`config.mk`:
```
export PLATFORM = sky130hd
export DESIGN_NAME = pos_shift_reg
export DESIGN_NICKNAME = d
export VERILOG_FILES = /design/src/rtl/pos_shift_pkg.sv /design/src/rtl/pos_shift_reg_edge_rise.sv /design/src/rtl/pos_shift_reg.sv
export SDC_FILE = /design/constraint.sdc
export NUM_CORES = 1
export LEC_CHECK = 0
export ABC_AREA = 1
export ABC_CLOCK_PERIOD_IN_PS = 5100
export CORE_MARGIN = 1
export CORE_UTILIZATION = 54
export DETAILED_ROUTE_END_ITERATION = 7
export PLACE_DENSITY = 0.89
export REMOVE_ABC_BUFFERS = 1
export SLEW_MARGIN = 20
export SYNTH_ARGS = -nofsm -noshare
export SYNTH_HDL_FRONTEND = slang
export SYNTH_HIERARCHICAL = 1
export SYNTH_SLANG_ARGS = --single-unit
```
`constraint.sdc`:
```
create_clock -name clk -period 5.1 [get_ports clk]
set_input_delay 1.02 -clock clk [delete_from_list [all_inputs] [get_ports clk]]
set_output_delay 1.02 -clock clk [all_outputs]
set_load 0.01 [all_outputs]
```
`src/rtl/pos_shift_pkg.sv`:
```
// Shared types and helpers for the one-hot position register.
// Optional input synchronizers are enabled with `define POS_SHIFT_SYNC_EN.
package pos_shift_pkg;

  // Largest position count the one-hot helper can build.
  localparam int MAX_POS = 256;

  typedef enum logic [1:0] {
    MV_NONE,
    MV_LEFT,
    MV_RIGHT,
    MV_HOME
  } move_e;

  // Width of a binary position index for n positions (at least 1 bit).
  function automatic int pos_w(input int n);
    return (n <= 2) ? 1 : $clog2(n);
  endfunction

  // One-hot vector with bit idx set; all zeros if idx is out of range.
  function automatic logic [MAX_POS-1:0] onehot_of(input int unsigned idx,
                                                   input int unsigned n);
    logic [MAX_POS-1:0] v;
    v = '0;
    if (idx < n) v = MAX_POS'(1) << idx;
    return v;
  endfunction

endpackage

```
`src/rtl/pos_shift_reg_edge_rise.sv`:
```
// Single-bit rising-edge detector with its own history flop.
// With `define POS_SHIFT_SYNC_EN the input first passes a 2-flop synchronizer.
module edge_rise
  import pos_shift_pkg::*;
(
  input  logic clk,
  input  logic rst_n,
  input  logic din,
  output logic rise
);

  logic smp;
  logic hist_p0;

`ifdef POS_SHIFT_SYNC_EN
  logic sync_p0;
  logic sync_p1;

  // Two-flop synchronizer for inputs asynchronous to clk.
  always_ff @(posedge clk or negedge rst_n) begin
    if (!rst_n) begin
      sync_p0 <= 1'b0;
      sync_p1 <= 1'b0;
    end else begin
      sync_p0 <= din;
      sync_p1 <= sync_p0;
    end
  end

  assign smp = sync_p1;
`else
  assign smp = din;
`endif

  // History starts at 0 so an input already high at reset release is an edge.
  always_ff @(posedge clk or negedge rst_n) begin
    if (!rst_n) hist_p0 <= 1'b0;
    else        hist_p0 <= smp;
  end

  // ---- stage boundary: edge is combinational from the current sample ----
  assign rise = smp & ~hist_p0;

endmodule

```
`src/rtl/pos_shift_reg.sv`:
```
// Parametrised one-hot position register stepping left/right on request edges.
// Optional input synchronizers are enabled with `define POS_SHIFT_SYNC_EN.
module pos_shift_reg
  import pos_shift_pkg::*;
#(
  parameter int N_POS    = 4,
  parameter int HOME_POS = 0,
  parameter int WRAP     = 0,
  parameter int CNT_W    = 8
) (
  input  logic                     clk,
  input  logic                     rst_n,
  input  logic                     left,
  input  logic                     right,
  input  logic                     first_pos,
  output logic [N_POS-1:0]         set,
  output logic [$clog2(N_POS)-1:0] pos,
  output logic                     at_min,
  output logic                     at_max,
  output logic                     blocked,
  output logic [CNT_W-1:0]         move_cnt
);

  localparam int               PW       = pos_w(N_POS);
  localparam logic [PW-1:0]    MAX_IDX  = PW'(N_POS - 1);
  localparam logic [PW-1:0]    HOME_IDX = PW'(HOME_POS);
  localparam logic [N_POS-1:0] HOME_SET = N_POS'(onehot_of(HOME_POS, N_POS));
  localparam logic [CNT_W-1:0] CNT_MAX  = {CNT_W{1'b1}};

  logic rise_l;
  logic rise_r;
  logic rise_h;

  edge_rise u_edge_left  (.clk(clk), .rst_n(rst_n), .din(left),      .rise(rise_l));
  edge_rise u_edge_right (.clk(clk), .rst_n(rst_n), .din(right),     .rise(rise_r));
  edge_rise u_edge_home  (.clk(clk), .rst_n(rst_n), .din(first_pos), .rise(rise_h));

  move_e            mv;
  logic [PW-1:0]    pos_p0;
  logic [N_POS-1:0] set_p0;
  logic [CNT_W-1:0] cnt_p0;
  logic             blk_p0;

  logic [PW-1:0]    pos_nxt;
  logic [N_POS-1:0] set_nxt;
  logic [CNT_W-1:0] cnt_nxt;
  logic             blk_nxt;
  logic [N_POS-1:0] dec;
  logic             illegal;
  logic             accept;

  // Priority decode: home wins, simultaneous left+right cancel each other.
  always_comb begin
    mv = MV_NONE;
    if (rise_h)                 mv = MV_HOME;
    else if (rise_l && !rise_r) mv = MV_LEFT;
    else if (rise_r && !rise_l) mv = MV_RIGHT;
  end

  // Next position, blocked pulse and saturating move counter.
  always_comb begin
    pos_nxt = pos_p0;
    cnt_nxt = cnt_p0;
    blk_nxt = 1'b0;
    accept  = 1'b0;
    dec     = N_POS'(onehot_of(32'(pos_p0), N_POS));
    // A set vector that disagrees with pos, or an out-of-range pos, is illegal.
    illegal = (set_p0 != dec) || (dec == '0);
    if (mv == MV_HOME) begin
      pos_nxt = HOME_IDX;
      cnt_nxt = '0;
    end else if (illegal) begin
      pos_nxt = HOME_IDX;
    end else begin
      case (mv)
        MV_RIGHT: begin
          if (pos_p0 == MAX_IDX) begin
            if (WRAP != 0) begin
              pos_nxt = '0;
              accept  = 1'b1;
            end else begin
              blk_nxt = 1'b1;
            end
          end else begin
            pos_nxt = pos_p0 + PW'(1);
            accept  = 1'b1;
          end
        end
        MV_LEFT: begin
          if (pos_p0 == '0) begin
            if (WRAP != 0) begin
              pos_nxt = MAX_IDX;
              accept  = 1'b1;
            end else begin
              blk_nxt = 1'b1;
            end
          end else begin
            pos_nxt = pos_p0 - PW'(1);
            accept  = 1'b1;
          end
        end
        default: ;
      endcase
    end
    if (accept && (cnt_p0 != CNT_MAX)) cnt_nxt = cnt_p0 + CNT_W'(1);
    set_nxt = N_POS'(onehot_of(32'(pos_nxt), N_POS));
  end

  // ---- stage boundary: position state registers ----
  // pos and set load together so the one-hot never lags the index.
  always_ff @(posedge clk or negedge rst_n) begin
    if (!rst_n) begin
      pos_p0 <= HOME_IDX;
      set_p0 <= HOME_SET;
      cnt_p0 <= '0;
      blk_p0 <= 1'b0;
    end else begin
      pos_p0 <= pos_nxt;
      set_p0 <= set_nxt;
      cnt_p0 <= cnt_nxt;
      blk_p0 <= blk_nxt;
    end
  end

  assign set      = set_p0;
  assign pos      = pos_p0;
  assign at_min   = (pos_p0 == '0);
  assign at_max   = (pos_p0 == MAX_IDX);
  assign blocked  = blk_p0;
  assign move_cnt = cnt_p0;

endmodule

```
## After elaboration in Yosys (flattened, before gate mapping)

Cells that the tools add are included.

| storage, ports and cells | value |
|---|---|
| flip-flop bits (word level) | 18 |
| bits of input ports | 5 |
| output and inout bits | 17 |
| logic and storage cells | 53 |

| cells by class | value |
|---|---|
| $add $sub $neg | 3 |
| eq/ne operators | 6 |
| shifts and indexed selects | 2 |
| mux-type cells | 20 |
| bitwise operators | 6 |
| reduce and logical (&&, ||, !) cells | 9 |

Operators with widths:

| operator | count |
|---|---|
| $mux W8 | 2 |
| $mux W2 | 7 |
| $add A8 B1 Y8 const B | 1 |
| $mux W1 | 8 |
| $ne A8 B8 Y1 const B | 1 |
| $shl A1 B2 Y4 const A | 2 |
| $eq A2 B2 Y1 const B | 3 |
| $logic_not A4 Y1 | 1 |
| $ne A4 B4 Y1 | 1 |
| $pmux W1 S2 | 2 |
| $pmux W2 S2 | 1 |
| $and A1 B1 Y1 | 3 |
| $logic_and A1 B1 Y1 | 3 |
| $not A1 Y1 | 3 |
| $add A2 B1 Y2 const B | 1 |
| $eq A2 B1 Y1 const B | 1 |
| $logic_not A1 Y1 | 2 |
| $logic_not A2 Y1 | 1 |
| $reduce_bool A2 Y1 | 1 |
| $sub A2 B1 Y2 const B | 1 |
| $logic_or A1 B1 Y1 | 1 |

## Longest topological paths before layout

Gate-level depths: netlist (run 1).

| depth | value |
|---|---|
| word-level depth | 13 |
| mapped depth | 13 |
| gate-level depth less buffers | 13 |

## By module

Netlist (run 1), hierarchy kept.

By module, submodules not included:

| module | instances | cells an instance | area each (µm²) | sequential area each (µm²) |
|---|---|---|---|---|
| pos_shift_reg | 1 | 134 | 1016.0 | 376.6 |
| edge_rise | 3 | 3 | 35.0 | 25.0 |

## Worst setup path before layout (run 1)

Ideal clock, no wire load.

| timing path | value |
|---|---|
| path type | input to register |
| from | in right |
| to | reg cnt_p0[3] (netlist: move_cnt[3]) |
| setup time | 118 ps |
| arrival time | 2339 ps |
| required time | 4982 ps |
| path slack | 2643 ps |
| stages | 13 |
| buffers on the path | 0 |
| cells stage by stage | inv_1 > nor2_2 > inv_1 > nor2_1 > nor2_1 > inv_1 > ha_1 > inv_1 > nand2_1 > a21oi_4 > nand3_2 > nand3_1 > nand2_1 |

| on the way | value |
|---|---|
| longest elaborated chain between the ends | 11 |
| elaborated cells on any way between the ends | 16 |
| classes of those cells | eq/ne (3); mux (7); bitwise (1); reduce/logical (5) |

RTL lines:

| item | RTL line | text |
|---|---|---|
| from (decl) | pos_shift_reg.sv:14 | `input logic right,` |
| $and A1 B1 Y1 * | pos_shift_reg_edge_rise.sv:42 | `assign rise = smp & ~hist_p0;` |
| net rise_r | pos_shift_reg.sv:31 | `logic rise_r;` |
| $logic_and A1 B1 Y1 or $logic_not A1 Y1 (tied branches) | pos_shift_reg.sv:57, pos_shift_reg.sv:56 |  |
| $mux W2 or $logic_and A1 B1 Y1 (tied branches) | pos_shift_reg.sv:57, pos_shift_reg.sv:56 |  |
| $mux W2 * | pos_shift_reg.sv:56 | `else if (rise_l && !rise_r) mv = MV_LEFT;` |
| $mux W2 * | pos_shift_reg.sv:55 | `if (rise_h) mv = MV_HOME;` |
| $eq A2 B1 Y1 or $eq A2 B2 Y1 (tied branches) | pos_shift_reg.sv:75 | `case (mv)` |
| $pmux W1 S2 | pos_shift_reg.sv:75 |  |
| $mux W1 | pos_shift_reg.sv:72 | `end else if (illegal) begin` |
| $mux W1 | pos_shift_reg.sv:69 | `if (mv == MV_HOME) begin` |
| $logic_and A1 B1 Y1 | pos_shift_reg.sv:105 | `if (accept && (cnt_p0 != CNT_MAX)) cnt_nxt = cnt_p0 + CNT_W'(1);` |
| $mux W8 or $reduce_bool A2 Y1 (tied branches) | -- |  |
| to (signal assigned) | pos_shift_reg.sv:120 | `cnt_p0 <= cnt_nxt;` |
| to (decl) | pos_shift_reg.sv:41 | `logic [CNT_W-1:0] cnt_p0;` |

The timed path passes the listed nets; every way through them passes the cells marked *.
A chain may end at the register's enable or synchronous reset.

## Final worst setup path (run 1)

| timing path | value |
|---|---|
| from | in right |
| to | reg cnt_p0[6] (netlist: move_cnt[6]) |

Same word-level chain as after synthesis.

==> impl_metrics.py, run 1 <==
metrics = {
    "status": {
        "status": "complete, no violations",
    },
    "global_route": {
        "grt_pass1_vias": 874,
        "grt_max_degree": 19,
        "antenna_found_initial": 0,
        "grtUsageTotal_pct": 23.5,
        "grt_pass1_wl_um": 3770,
        "grt-ovfl-total": 0,
    },
    "cts": {
        "clock_latency_ps": 290,
        "cts.clk_slew.worst_paths_ps": 110,
        "cts_buffer_depth": 2,
        "cts_tree": "built",
        "cts_root_buf": "clkbuf_4",
        "clock_sinks": 18,
        "hold_buffers": 0,
        "cts-buffers-inserted": 3,
        "post_cts_resize_count": 0,
        "cts_max_level": 1,
        "post-cts-setup-buffers": 0,
    },
    "finish": {
        "n_antenna_cell": 0,
        "nNetsFinal": 175,
        "num-fill-cells": 182,
        "drive_above_1_share_pct": 12.1,
        "fin_area_sq_um": 1360,
        "syn_to_final_growth_pct": 21.7,
    },
    "logic_synthesis": {
        "ys_warn_count": 6,
        "ys_top_cells_by_area": "dfrtp_1, nand2_1, nand3_1, inv_1, nand4_1",
        "synth.distinct_cells": 24,
        "yosys-top-cells-count": "nand2_1, inv_1, nand3_1",
        "synth_area_sq_um": 1120,
        "synth_top_area_cell": "dfrtp_1",
        "synth_top_area_share_pct": 37.9,
        "yosysMostFrequentCell": "nand2_1",
        "synth.avg_cell_area_sq_um": 7.84,
        "synth_seq_cells": 18,
        "yosys_most_used_dff": "dfrtp_1",
        "async_reset_ff_share_pct": 100,
        "yosysSeqAreaShare_pct": 40.3,
        "netlist_instances": 143,
        "synth_edf_count": 0,
    },
    "die": {
        "die_area_sq_um": 2260,
        "initial_core_util_pct": 57.1,
        "ios": 22,
        "die_h_um": 47.6,
        "coreArea_sq_um": 1960,
        "chipWidth_um": 47.6,
        "rows": 16,
    },
    "sta": {
        "skew_ps": 16.3,
        "setup_ws_ps": 2050,
        "max-slew-margin-rel_pct": 46.2,
        "drv_slew": 0,
        "timing.hold.ws_ps": 602,
        "fin_tns_setup_ps": 0,
        "rsz0062_at_grt": "false",
        "final-hold-violation-count": 0,
        "period_share_pct": 59.8,
        "setup-violations-final": 0,
        "tightest_slew_ps": 804,
        "fmax_ghz": 0.328,
        "post-route-min-period_ps": 3050,
    },
    "worst_setup_path": {
        "worstPathRequired_ps": 5260,
        "endpoint_kind": "register",
        "rr_worst_depth": 11,
        "worst_setup_path_start_kind": "input port",
        "worstPathArrival_ps": 3210,
        "crit_fanout": 12,
        "crit_type": "input port to register",
    },
    "power": {
        "p_per_area_nw_per_um2": 402,
        "leakagePower_nw": 0.709,
        "vdd_drop_max_uv": 226,
    },
    "placement": {
        "pre_cts_ws_ps": 1750,
        "post-dp-hpwl_um": 1730,
        "place_congestion": 0.846,
        "placed_area_sq_um": 1340,
        "portBuffers": 21,
    },
    "routing": {
        "post_drt_wl_per_cell_um": 11.8,
        "drt_wl_total_um": 2270,
        "vias": 985,
        "drt_iter0_drc": 16,
        "drc": 0,
        "detail_route.first_pass.iterations": 4,
        "viasPerCell": 5.13,
        "final_antenna_net_count": 0,
    },
    "min_path": {
        "min_path_type": "register to register",
        "hold_depth": 2,
    },
    "flow_run": {
        "cap_violations": 0,
    },
}
[cell families (layout without fill, tap and decap cells)]
logic type / Yosys count / after routing / share of synthesized area [%]
AO/OA/AOI/OAI: 6 / 6 / 4.02
buffers and inverters: 28 / 50 / 10.8
flip-flops: 18 / 18 / 40.3
AND/OR/NAND/NOR: 83 / 83 / 37.3
XOR/XNOR: 4 / 4 / 3.13
adder cells (fa/ha/maj): 4 / 4 / 4.46
[cell usage in the layout, fill, tap and decap left out, types with 2 or more instances in the layout]
master           count
nand2_1             32
inv_1               24
clkdlybuf4s50_1     21
nand3_1             18
dfrtp_1             17
nand4_1              9
nor2_1               8
nor2_2               5
nand2_2              4
ha_1                 4
a21oi_1              3
clkbuf_4             3
nand3_2              2
nor3_1               2
xor2_1               2
xnor2_1              2
[through the flow]
| step | total power [mW] | util [%] | cells |
|---|---|---|---|
| floorplan | 0.373 | - | 140 |
| global placement | 0.462 | 68.2 | 188 |
| detailed placement | 0.477 | 68.2 | 188 |
| CTS | 0.550 | 69.5 | 192 |
| global route | 0.591 | 69.5 | 192 |
| finish | 0.548 | 69.5 | 192 |
[power by group]
part / total (mW) / switching [mW] / internal (mW)
registers: 0.201 / 0.0317 / 0.169
clock network: 0.0704 / 0.0401 / 0.0303
logic: 0.276 / 0.168 / 0.109
[worst max-delay path, cell delays in order]
cell and delay, ps:
clkdlybuf4s50_1 470, inv_1 50, nor2_2 60, inv_1 50, a21oi_1 170, inv_1 90, ha_1 190, inv_1 300
nand2_1 150, a21oi_4 260, nand3_2 210, nand3_1 130, nand2_1 70
[worst paths after layout]
kind	from	slack [ps]	to
worst min-delay path	move_cnt[0]	600	move_cnt[0]
min in group asynchronous	rst_n	1190	set[3]
worst max-delay path	right	2050	move_cnt[6]
max in group asynchronous	rst_n	3400	blocked
worst max register to register	u_edge_right/hist_p0	2880	move_cnt[6]
worst min register to register	move_cnt[0]	600	move_cnt[0]
[area by class of cell]
class / count / area (sq um) / share of cell area, %
Sequential cell: 18 / 452 / 33.1
Timing Repair Buffer: 21 / 210 / 15.4
Multi-Input combinational cell: 97 / 548 / 40.2
Tap cell: 27 / 33.8 / 2.48
Clock buffer: 4 / 26.3 / 1.93
Inverter: 25 / 93.8 / 6.88
[state kept, by name (all words and copies together), names as in the netlist]
| name | cells |
|---|---|
| u_edge_right/hist_p0 | 1 |
| u_edge_left/hist_p0 | 1 |
| u_edge_home/hist_p0 | 1 |
| set | 4 |
| blocked | 1 |
| move_cnt | 8 |
| pos | 2 |
[metal layers]
| layer | vias to the layer above | wire (um) | GRT usage (%) | part of all wire [%] |
|---|---|---|---|---|
| met2 | 27 | 1130 | 41.4 | 50 |
| met1 | 460 | 1040 | 29.5 | 46 |
| met3 | 2 | 91 | 3.77 | 4.0 |
| met4 | 0 | 13 | 7.78 | 0.57 |
| li1 | 496 | - | - | - |
| met5 | - | 0 | 0 | 0 |
Note: power is estimated with default switching activity, not from simulation.
==> run 2: changes to the inputs <==
--- a/config.mk
+++ b/config.mk
@@ -6,11 +6,11 @@
 export NUM_CORES = 1
 export LEC_CHECK = 0
 export ABC_AREA = 1
-export ABC_CLOCK_PERIOD_IN_PS = 5100
+export ABC_CLOCK_PERIOD_IN_PS = 2500
 export CORE_MARGIN = 1
-export CORE_UTILIZATION = 54
+export CORE_UTILIZATION = 45
 export DETAILED_ROUTE_END_ITERATION = 7
-export PLACE_DENSITY = 0.89
+export PLACE_DENSITY = 0.8
 export REMOVE_ABC_BUFFERS = 1
 export SLEW_MARGIN = 20
 export SYNTH_ARGS = -nofsm -noshare
==> constraint.sdc (replaced) <==
create_clock -name clk -period 2.5 [get_ports clk]
set_input_delay 0.5 -clock clk [delete_from_list [all_inputs] [get_ports clk]]
set_output_delay 0.5 -clock clk [all_outputs]
set_load 0.01 [all_outputs]
==> impl_metrics.py, run 2 (synthesized netlist as in run 1, its figures left out) <==
metrics = {
    "sta": {
        "drv_slew": 0,
        "setup_ws_ps": 236,
        "rsz0062_at_grt": "false",
        "final-hold-violation-count": 0,
        "post-route-min-period_ps": 2260,
        "timing.hold.ws_ps": 532,
        "fmax_ghz": 0.442,
        "period_share_pct": 90.5,
        "skew_ps": 16.9,
        "setup-violations-final": 0,
        "max-slew-margin-rel_pct": 64.1,
        "tightest_slew_ps": 532,
        "fin_tns_setup_ps": 0,
    },
    "cts": {
        "hold_buffers": 0,
        "cts_max_level": 1,
        "clock_latency_ps": 290,
        "cts_root_buf": "clkbuf_4",
        "clock_sinks": 18,
        "cts-buffers-inserted": 3,
        "cts.clk_slew.worst_paths_ps": 110,
        "post_cts_resize_count": 0,
        "cts_buffer_depth": 2,
        "post-cts-setup-buffers": 0,
        "cts_tree": "built",
    },
    "global_route": {
        "antenna_found_initial": 0,
        "grt-ovfl-total": 0,
        "grt_pass1_wl_um": 4000,
        "grt_pass1_vias": 937,
        "grt_max_degree": 19,
        "grtUsageTotal_pct": 20.0,
    },
    "worst_setup_path": {
        "r2r_end": "move_cnt[2]",
        "reg2reg_slack_ps": 570,
        "rr_worst_depth": 11,
        "crit_type": "input port to register",
        "endpoint_kind": "register",
        "worst_setup_path_start_kind": "input port",
        "worstPathArrival_ps": 2440,
        "rr_startpoint": "u_edge_left/hist_p0",
        "worstPathRequired_ps": 2680,
        "crit_fanout": 8,
    },
    "finish": {
        "seqCellArea_sq_um": 452,
        "final_common_cell": "nand2_1",
        "final_cells": 197,
        "multiInputGateArea_sq_um": 548,
        "nNetsFinal": 179,
        "final_cell_mix": "nand2_1, inv_1, clkdlybuf4s50_1, nand3_1, dfrtp_1",
        "syn_to_final_growth_pct": 24.4,
        "n_antenna_cell": 0,
        "drive_above_1_share_pct": 14.2,
        "num-fill-cells": 198,
        "fin_area_sq_um": 1400,
        "largest_reg_flops": 8,
        "final_core_util_pct": 61.3,
    },
    "routing": {
        "topRoutingLayerUsed": "met4",
        "post_drt_wl_per_cell_um": 11.8,
        "drt_iter0_drc": 27,
        "viasPerCell": 5.10,
        "drc": 0,
        "wl_met2_um": 1130,
        "drt_wl_total_um": 2330,
        "route.met3.wl_um": 62,
        "drt-met1-wl_um": 1130,
        "detail_route.first_pass.iterations": 4,
        "final_antenna_net_count": 0,
        "vias": 1004,
    },
    "placement": {
        "dpl.cell_count": 193,
        "place_congestion": 0.885,
        "pre_cts_ws_ps": -56.6,
        "portBuffers": 21,
        "post-dp-hpwl_um": 1810,
        "placed_area_sq_um": 1370,
    },
    "die": {
        "chipWidth_um": 51.9,
        "initial_core_util_pct": 49.3,
        "die_area_sq_um": 2690,
        "ios": 22,
        "die_h_um": 51.9,
        "coreArea_sq_um": 2280,
        "rows": 17,
    },
    "power": {
        "p_per_area_nw_per_um2": 822,
        "vdd_drop_max_uv": 539,
        "power.total_mw": 1.15,
        "leakagePower_nw": 0.728,
    },
    "min_path": {
        "min_path_type": "input port to asynchronous set/reset pin",
    },
    "status": {
        "status": "complete, no violations",
    },
    "flow_run": {
        "cap_violations": 0,
    },
}
-- run 2: cell types whose count changed in the layout (fill, tap and decap cells not counted), sizes merged --
| cell | delta |
|---|---|
| buf | +4 |
-- run 2: layout make-up --
type                            instances  share of cell area, %
Multi-Input combinational cell         97                   39.3
Sequential cell                        18                   32.4
Timing Repair Buffer                   25                   17.2
Inverter                               25                   6.73
Tap cell                               28                   2.51
Clock buffer                            4                   1.88
-- run 2: power by group --
group / switching, mW / internal, mW
clock network: 0.0854 / 0.0620
registers: 0.0625 / 0.346
logic: 0.340 / 0.252
total: 0.488 / 0.659
-- run 2: worst max-delay path by stage --
stage,startpoint,cells after the start,slack (ps),to
CTS,left,13,250,move_cnt[5]
detailed placement,left,13,-60,move_cnt[5]
global placement,left,13,40,move_cnt[1]
finish,left,13,240,move_cnt[2]
global route,left,13,40,move_cnt[3]
floorplan,right,12,410,move_cnt[4]
-- run 2: routing by layer --
| layer | up-vias | GRT usage (%) |
|---|---|---|
| li1 | 512 | - |
| met5 | - | 0 |
| met4 | 0 | 7.21 |
| met3 | 2 | 3.51 |
| met1 | 478 | 27.5 |
| met2 | 12 | 31.2 |
-- run 2: critical path: stages --
cell             delay (ps)
clkdlybuf4s50_1         470
inv_1                    50
nor2_2                   90
nor2_1                   60
nor2_1                  130
inv_1                    80
ha_1                    300
inv_1                   130
nand2_1                 100
a21oi_4                 130
nand3_2                 200
nand3_1                 140
nand2_1                  50
